`config.mk`:
```
export PLATFORM = sky130hd
export DESIGN_NAME = write_back
export DESIGN_NICKNAME = d
export VERILOG_FILES = /design/src/rtl/write_back.sv
export SDC_FILE = /design/constraint.sdc
export NUM_CORES = 1
export LEC_CHECK = 0
export CAP_MARGIN = 20
export CELL_PAD_IN_SITES_DETAIL_PLACEMENT = 1
export CELL_PAD_IN_SITES_GLOBAL_PLACEMENT = 1
export CORE_UTILIZATION = 34
export DETAILED_ROUTE_END_ITERATION = 6
export HOLD_SLACK_MARGIN = 0.1
export PLACE_DENSITY = 0.92
export SYNTH_ARGS = -nofsm -noshare
export SYNTH_HDL_FRONTEND = slang
export SYNTH_SLANG_ARGS = --single-unit
```
`constraint.sdc`:
```
create_clock -name clk -period 6.49 [get_ports clk]
set_input_delay 1.298 -clock clk [delete_from_list [all_inputs] [get_ports clk]]
set_output_delay 1.298 -clock clk [all_outputs]
set_load 0.01 [all_outputs]
```
`src/rtl/write_back.sv`:
```
// Fifth pipeline stage: turns the memory-access stage's results into the single
// register-file write port, waiting on the data bus for loads and flagging hung accesses.
module write_back #(
    parameter int MAX_WAIT = 16,
    parameter int CNT_W    = 32
) (
    input  logic             clk,
    input  logic             rst,
    input  logic             RegWrite_pype3,
    input  logic [1:0]       MemtoReg_pype3,
    input  logic [4:0]       WReg_pype3,
    input  logic [31:0]      ALU_co_w_pype,
    input  logic [31:0]      PCp4_pype3,
    input  logic [31:0]      mem_data_pype,
    input  logic [31:0]      Instraction_pype3,
    input  logic             dready_n,
    output logic             wb_we,
    output logic [4:0]       wb_addr,
    output logic [31:0]      wb_data,
    output logic             load_stall,
    output logic             bus_err,
    output logic [CNT_W-1:0] retire_cnt
);

    localparam int            CW         = $clog2(MAX_WAIT + 1);
    localparam logic [CW-1:0] WAIT_LIMIT = CW'(MAX_WAIT);

    typedef enum logic {
        ST_IDLE,
        ST_WAIT
    } state_t;

    state_t        state;
    logic [CW-1:0] wait_cnt;

    logic [4:0]    ld_rd;
    logic          ld_regwrite;
    logic [2:0]    ld_funct3;
    logic [1:0]    ld_addr_lo;

    logic          bubble;
    logic          is_load;
    logic [4:0]    sel_rd;
    logic          sel_regwrite;
    logic [2:0]    sel_funct3;
    logic [1:0]    sel_addr_lo;
    logic [31:0]   load_data;
    logic [31:0]   sel_data;
    logic          retire_now;
    logic          write_now;
    logic          timeout;

    function automatic logic [31:0] align_load(
        input logic [31:0] raw,
        input logic [2:0]  funct3,
        input logic [1:0]  lane
    );
        logic [7:0]  byte_val;
        logic [15:0] half_val;
        case (lane)
            2'd0:    byte_val = raw[7:0];
            2'd1:    byte_val = raw[15:8];
            2'd2:    byte_val = raw[23:16];
            default: byte_val = raw[31:24];
        endcase
        half_val = lane[1] ? raw[31:16] : raw[15:0];
        case (funct3)
            3'b000:  return {{24{byte_val[7]}}, byte_val};
            3'b100:  return {24'h0, byte_val};
            3'b001:  return {{16{half_val[15]}}, half_val};
            3'b101:  return {16'h0, half_val};
            default: return raw;
        endcase
    endfunction

    // While waiting, the load's own fields come from the copy taken when it stalled.
    always_comb begin
        bubble  = (Instraction_pype3 == 32'h0);
        is_load = !bubble && (MemtoReg_pype3 == 2'b01);

        if (state == ST_WAIT) begin
            sel_rd       = ld_rd;
            sel_regwrite = ld_regwrite;
            sel_funct3   = ld_funct3;
            sel_addr_lo  = ld_addr_lo;
        end else begin
            sel_rd       = WReg_pype3;
            sel_regwrite = RegWrite_pype3;
            sel_funct3   = Instraction_pype3[14:12];
            sel_addr_lo  = ALU_co_w_pype[1:0];
        end

        load_data = align_load(mem_data_pype, sel_funct3, sel_addr_lo);

        if (state == ST_WAIT) begin
            sel_data = load_data;
        end else begin
            case (MemtoReg_pype3)
                2'b01:   sel_data = load_data;
                2'b10:   sel_data = PCp4_pype3;
                default: sel_data = ALU_co_w_pype;
            endcase
        end

        if (state == ST_WAIT) begin
            retire_now = !dready_n;
        end else begin
            retire_now = !bubble && !(is_load && dready_n);
        end

        write_now  = retire_now && sel_regwrite && (sel_rd != 5'd0);
        timeout    = (state == ST_WAIT) && dready_n && (wait_cnt >= WAIT_LIMIT);
        load_stall = ((state == ST_IDLE) && is_load && dready_n) ||
                     ((state == ST_WAIT) && dready_n && (wait_cnt < WAIT_LIMIT));
    end

    always_ff @(posedge clk) begin
        if (!rst) begin
            state       <= ST_IDLE;
            wait_cnt    <= '0;
            ld_rd       <= '0;
            ld_regwrite <= 1'b0;
            ld_funct3   <= '0;
            ld_addr_lo  <= '0;
            wb_we       <= 1'b0;
            wb_addr     <= '0;
            wb_data     <= '0;
            bus_err     <= 1'b0;
            retire_cnt  <= '0;
        end else begin
            wb_we <= write_now;
            if (write_now) begin
                wb_addr <= sel_rd;
                wb_data <= sel_data;
            end
            if (retire_now) begin
                retire_cnt <= retire_cnt + CNT_W'(1);
            end
            if (timeout) begin
                bus_err <= 1'b1;
            end

            case (state)
                ST_IDLE: begin
                    if (is_load && dready_n) begin
                        state       <= ST_WAIT;
                        wait_cnt    <= CW'(1);
                        ld_rd       <= WReg_pype3;
                        ld_regwrite <= RegWrite_pype3;
                        ld_funct3   <= Instraction_pype3[14:12];
                        ld_addr_lo  <= ALU_co_w_pype[1:0];
                    end
                end
                ST_WAIT: begin
                    // Data arriving on the limit cycle still completes normally.
                    if (!dready_n || (wait_cnt >= WAIT_LIMIT)) begin
                        state    <= ST_IDLE;
                        wait_cnt <= '0;
                    end else begin
                        wait_cnt <= wait_cnt + CW'(1);
                    end
                end
                default: begin
                    state    <= ST_IDLE;
                    wait_cnt <= '0;
                end
            endcase
        end
    end

endmodule

```
==> flow_results.xml <==
<?xml version="1.0" encoding="UTF-8"?>
<metrics>
  <group name="status">
    <metric name="run_status" unit="">complete, no violations</metric>
  </group>
  <group name="cts">
    <metric name="ctsResizeCount" unit="">0</metric>
    <metric name="clockBufferDepth" unit="">2</metric>
    <metric name="cts-hold-fix-buffers" unit="">0</metric>
    <metric name="cts-buffers-inserted" unit="">9</metric>
    <metric name="cts.clk_slew.worst_paths" unit="ns">0.07</metric>
    <metric name="worst_skew_pair.late_latency" unit="ns">0.35</metric>
    <metric name="cts.sinks" unit="">88</metric>
    <metric name="cts_htree_levels" unit="">3</metric>
    <metric name="tritoncts_clock_tree" unit="">done</metric>
    <metric name="cts-root-buf" unit="">clkbuf_16</metric>
    <metric name="postCtsSetupRepairBufs" unit="">0</metric>
  </group>
  <group name="min_path">
    <metric name="hold_critical_path_depth" unit="">2</metric>
    <metric name="holdCritStartpoint" unit="">wb_data[16]$_SDFFE_PN0P_</metric>
    <metric name="holdCritPathClass" unit="">reg -&gt; reg</metric>
  </group>
  <group name="setup_path">
    <metric name="worstPathMaxFanout" unit="">11</metric>
    <metric name="cp.arrival" unit="ns">3.69</metric>
    <metric name="cp-startpoint" unit="">Instraction_pype3[13]</metric>
    <metric name="setup.worst_path.end_class" unit="">output pin</metric>
    <metric name="worst-setup-path-type" unit="">in -&gt; out</metric>
    <metric name="launching_element_type_of_the_critical_path" unit="">input port</metric>
    <metric name="timing.critical_path.required" unit="ns">5.19</metric>
    <metric name="flop_to_flop_setup_slack" unit="ns">3.21</metric>
    <metric name="rr_worst_depth" unit="">6</metric>
    <metric name="r2r-start" unit="">state$_SDFF_PN0_</metric>
  </group>
  <group name="layout">
    <metric name="multi_input_area" unit="um2">3340</metric>
    <metric name="postLayoutCoreUtil" unit="">0.507</metric>
    <metric name="synthToLayoutAreaGrowth" unit="%">45.3</metric>
    <metric name="finish.net_count" unit="">1034</metric>
    <metric name="antennaDiodeCount" unit="">0</metric>
    <metric name="ff_latch_area" unit="um2">1770</metric>
    <metric name="final_cell_area" unit="um2">8050</metric>
    <metric name="leading_cell_type_in_the_layout_fill_and_taps_excluded" unit="">clkdlybuf4s50_1</metric>
    <metric name="final_layout_size_suffix_gt1_frac" unit="">0.0536</metric>
    <metric name="layout.cells.most_common_list" unit="">clkdlybuf4s50_1 (210), a21oi_1 (124), dfxtp_1 (87)</metric>
    <metric name="layout.cells.non_filler" unit="">1111</metric>
    <metric name="final.fill_count" unit="">1940</metric>
  </group>
  <group name="die">
    <metric name="initial_core_util" unit="">0.349</metric>
    <metric name="placement_rows" unit="">46</metric>
    <metric name="chip_width" unit="um">130</metric>
    <metric name="fp.coreArea" unit="um2">15900</metric>
    <metric name="top_level_ports" unit="">211</metric>
    <metric name="die-area" unit="um2">16800</metric>
    <metric name="die_h" unit="um">130</metric>
  </group>
  <group name="sta">
    <metric name="setup_total_negative_slack" unit="ns">0</metric>
    <metric name="hold_ws" unit="ns">0.469</metric>
    <metric name="max_freq" unit="MHz">201</metric>
    <metric name="setup_repair_after_global_routing_missed_its_margin" unit="">no</metric>
    <metric name="slew_headroom" unit="">0.300</metric>
    <metric name="worstMarginPinSlew" unit="ns">1.04</metric>
    <metric name="finalSetupViolations" unit="">0</metric>
    <metric name="timing_max_transition_violations_final" unit="">0</metric>
    <metric name="timing.clock.skew" unit="ns">0.00971</metric>
    <metric name="hold_viol_final" unit="">0</metric>
    <metric name="layout_setup_ws" unit="ns">1.50</metric>
    <metric name="timing.final.crit_period" unit="ns">4.99</metric>
    <metric name="period_share" unit="">0.768</metric>
  </group>
  <group name="routing">
    <metric name="route.vias.total" unit="">6555</metric>
    <metric name="routed_length_per_instance" unit="um">20.2</metric>
    <metric name="wl" unit="mm">22.4</metric>
    <metric name="drt_iter0_markers" unit="">364</metric>
    <metric name="detail_route.vias_per_cell" unit="">5.90</metric>
    <metric name="drt_pass1_iterations" unit="">5</metric>
    <metric name="route.antenna.remaining_nets" unit="">0</metric>
    <metric name="drc_violations_left" unit="">0</metric>
  </group>
  <group name="placed_design">
    <metric name="dp.cells" unit="">1092</metric>
    <metric name="place_area" unit="um2">7730</metric>
    <metric name="detailed_place_hpwl" unit="mm">16.1</metric>
    <metric name="finalWeightedCongestion" unit="">0.870</metric>
    <metric name="place.port_buffers" unit="">210</metric>
    <metric name="dp_slack" unit="ns">1.52</metric>
  </group>
  <group name="global_routing">
    <metric name="grt_first_pass_wirelength" unit="mm">34.3</metric>
    <metric name="grt.overflow.total" unit="">0</metric>
    <metric name="grt.total_usage" unit="">0.261</metric>
    <metric name="grt_pass1_vias" unit="">6624</metric>
    <metric name="number_of_antenna_violations_at_the_first_check_in_global_routing" unit="">0</metric>
    <metric name="grt_max_degree" unit="">91</metric>
  </group>
  <group name="yosys">
    <metric name="synth_cell_type_count" unit="">60</metric>
    <metric name="post_synth_instance_area" unit="um2">5540</metric>
    <metric name="async_reset_ff_frac" unit="">0</metric>
    <metric name="synth-main-ff-cell" unit="">dfxtp_1</metric>
    <metric name="synth_area_leaders" unit="">dfxtp_1 (32%), a21oi_1 (11%), mux2i_1 (4.9%), nor2_1 (4.5%), inv_1 (3.4%)</metric>
    <metric name="synth_enable_flop_cells" unit="">0</metric>
    <metric name="yosys.area.top_type_share" unit="">0.318</metric>
    <metric name="synth-seq-cells" unit="">88</metric>
    <metric name="part_of_the_yosys_area_used_for_sequential_elements" unit="">0.318</metric>
    <metric name="netlist_instances" unit="">713</metric>
    <metric name="ys.warnings.count" unit="">0</metric>
    <metric name="yosysTopAreaCell" unit="">dfxtp_1</metric>
    <metric name="syn-mean-instance-area" unit="um2">7.77</metric>
    <metric name="synth.net_count" unit="">857</metric>
  </group>
  <group name="job">
    <metric name="maxCapViolations" unit="">0</metric>
  </group>
  <group name="power">
    <metric name="cellLeakagePower" unit="nW">2.83</metric>
    <metric name="power_per_cell_area" unit="nW/um2">189</metric>
    <metric name="finalPower" unit="mW">1.53</metric>
    <metric name="vdd.ir_drop.worst" unit="mV">0.133</metric>
  </group>
</metrics>
## area by class of cell
cell class / instances / share of cell area
Sequential cell: 88 / 0.219
Timing Repair Buffer: 220 / 0.270
Clock inverter: 7 / 0.00963
Tap cell: 216 / 0.0336
Inverter: 51 / 0.0241
Multi-Input combinational cell: 520 / 0.415
Clock buffer: 9 / 0.0280
## logic make-up (layout without fill, tap and decap cells)
logic type,Yosys count,count (layout),share of synthesized area
fa+ha+maj,5,5,0.0113
flops,88,88,0.318
xor+xnor,3,3,0.00474
simple gates,202,202,0.195
buf+inv,105,287,0.0806
compound gates,278,278,0.330
mux,32,32,0.0609
## report_power, final
group	switching [mW]	internal, mW	leakage (nW)	total [mW]
Sequential	0.0188	0.566	0.716	0.585
Combinational	0.198	0.195	1.96	0.393
Clock	0.246	0.302	0.146	0.548
## synthesized netlist by cell type, types with 7 or more instances
cell,count
or4_1,19
a2111oi_0,16
mux2i_1,27
nand4_1,7
o211ai_1,9
o221ai_1,7
or3_1,12
a21oi_1,124
inv_1,50
nor2b_1,18
nand3_1,17
clkbuf_1,33
o31ai_1,21
nor2_1,66
a32o_1,18
buf_2,10
nor4_1,11
o21ai_0,32
o32ai_1,17
dfxtp_1,88
nand2_1,25
a22oi_1,9
## worst max-delay path, stage by stage
cell             delay, ns
clkdlybuf4s50_1       0.54
nor4_1                0.39
nand4_1               0.49
o21ai_1               0.36
nand2_1               0.11
clkdlybuf4s50_1       0.49
## registers in the layout, summed over array words and instances, names as in the netlist
signal / flops
ld_funct3: 3
ld_rd: 5
wb_data: 32
ld_addr_lo: 2
ld_regwrite: 1
wb_we: 1
state: 1
bus_err: 1
wait_cnt: 5
wb_addr: 5
retire_cnt: 32
## routing by layer
metal  part of all wire  wire length, um  track usage  vias to the layer above
met1               0.43             9590        0.331                     3207
met3              0.065             1460       0.0491                       49
met4              0.027              597        0.107                        0
met5                  0                0            0                        -
li1                   -                -            -                     3053
met2               0.48            10800        0.433                      246
## worst paths after layout
| path | to |
|---|---|
| worst max-delay path | load_stall |
| worst min-delay path | wb_data[16]$_SDFFE_PN0P_ |
| worst max register to register | wb_data[20]$_SDFFE_PN0P_ |
| worst min register to register | wb_data[16]$_SDFFE_PN0P_ |
(Power assumes the default switching activity.)
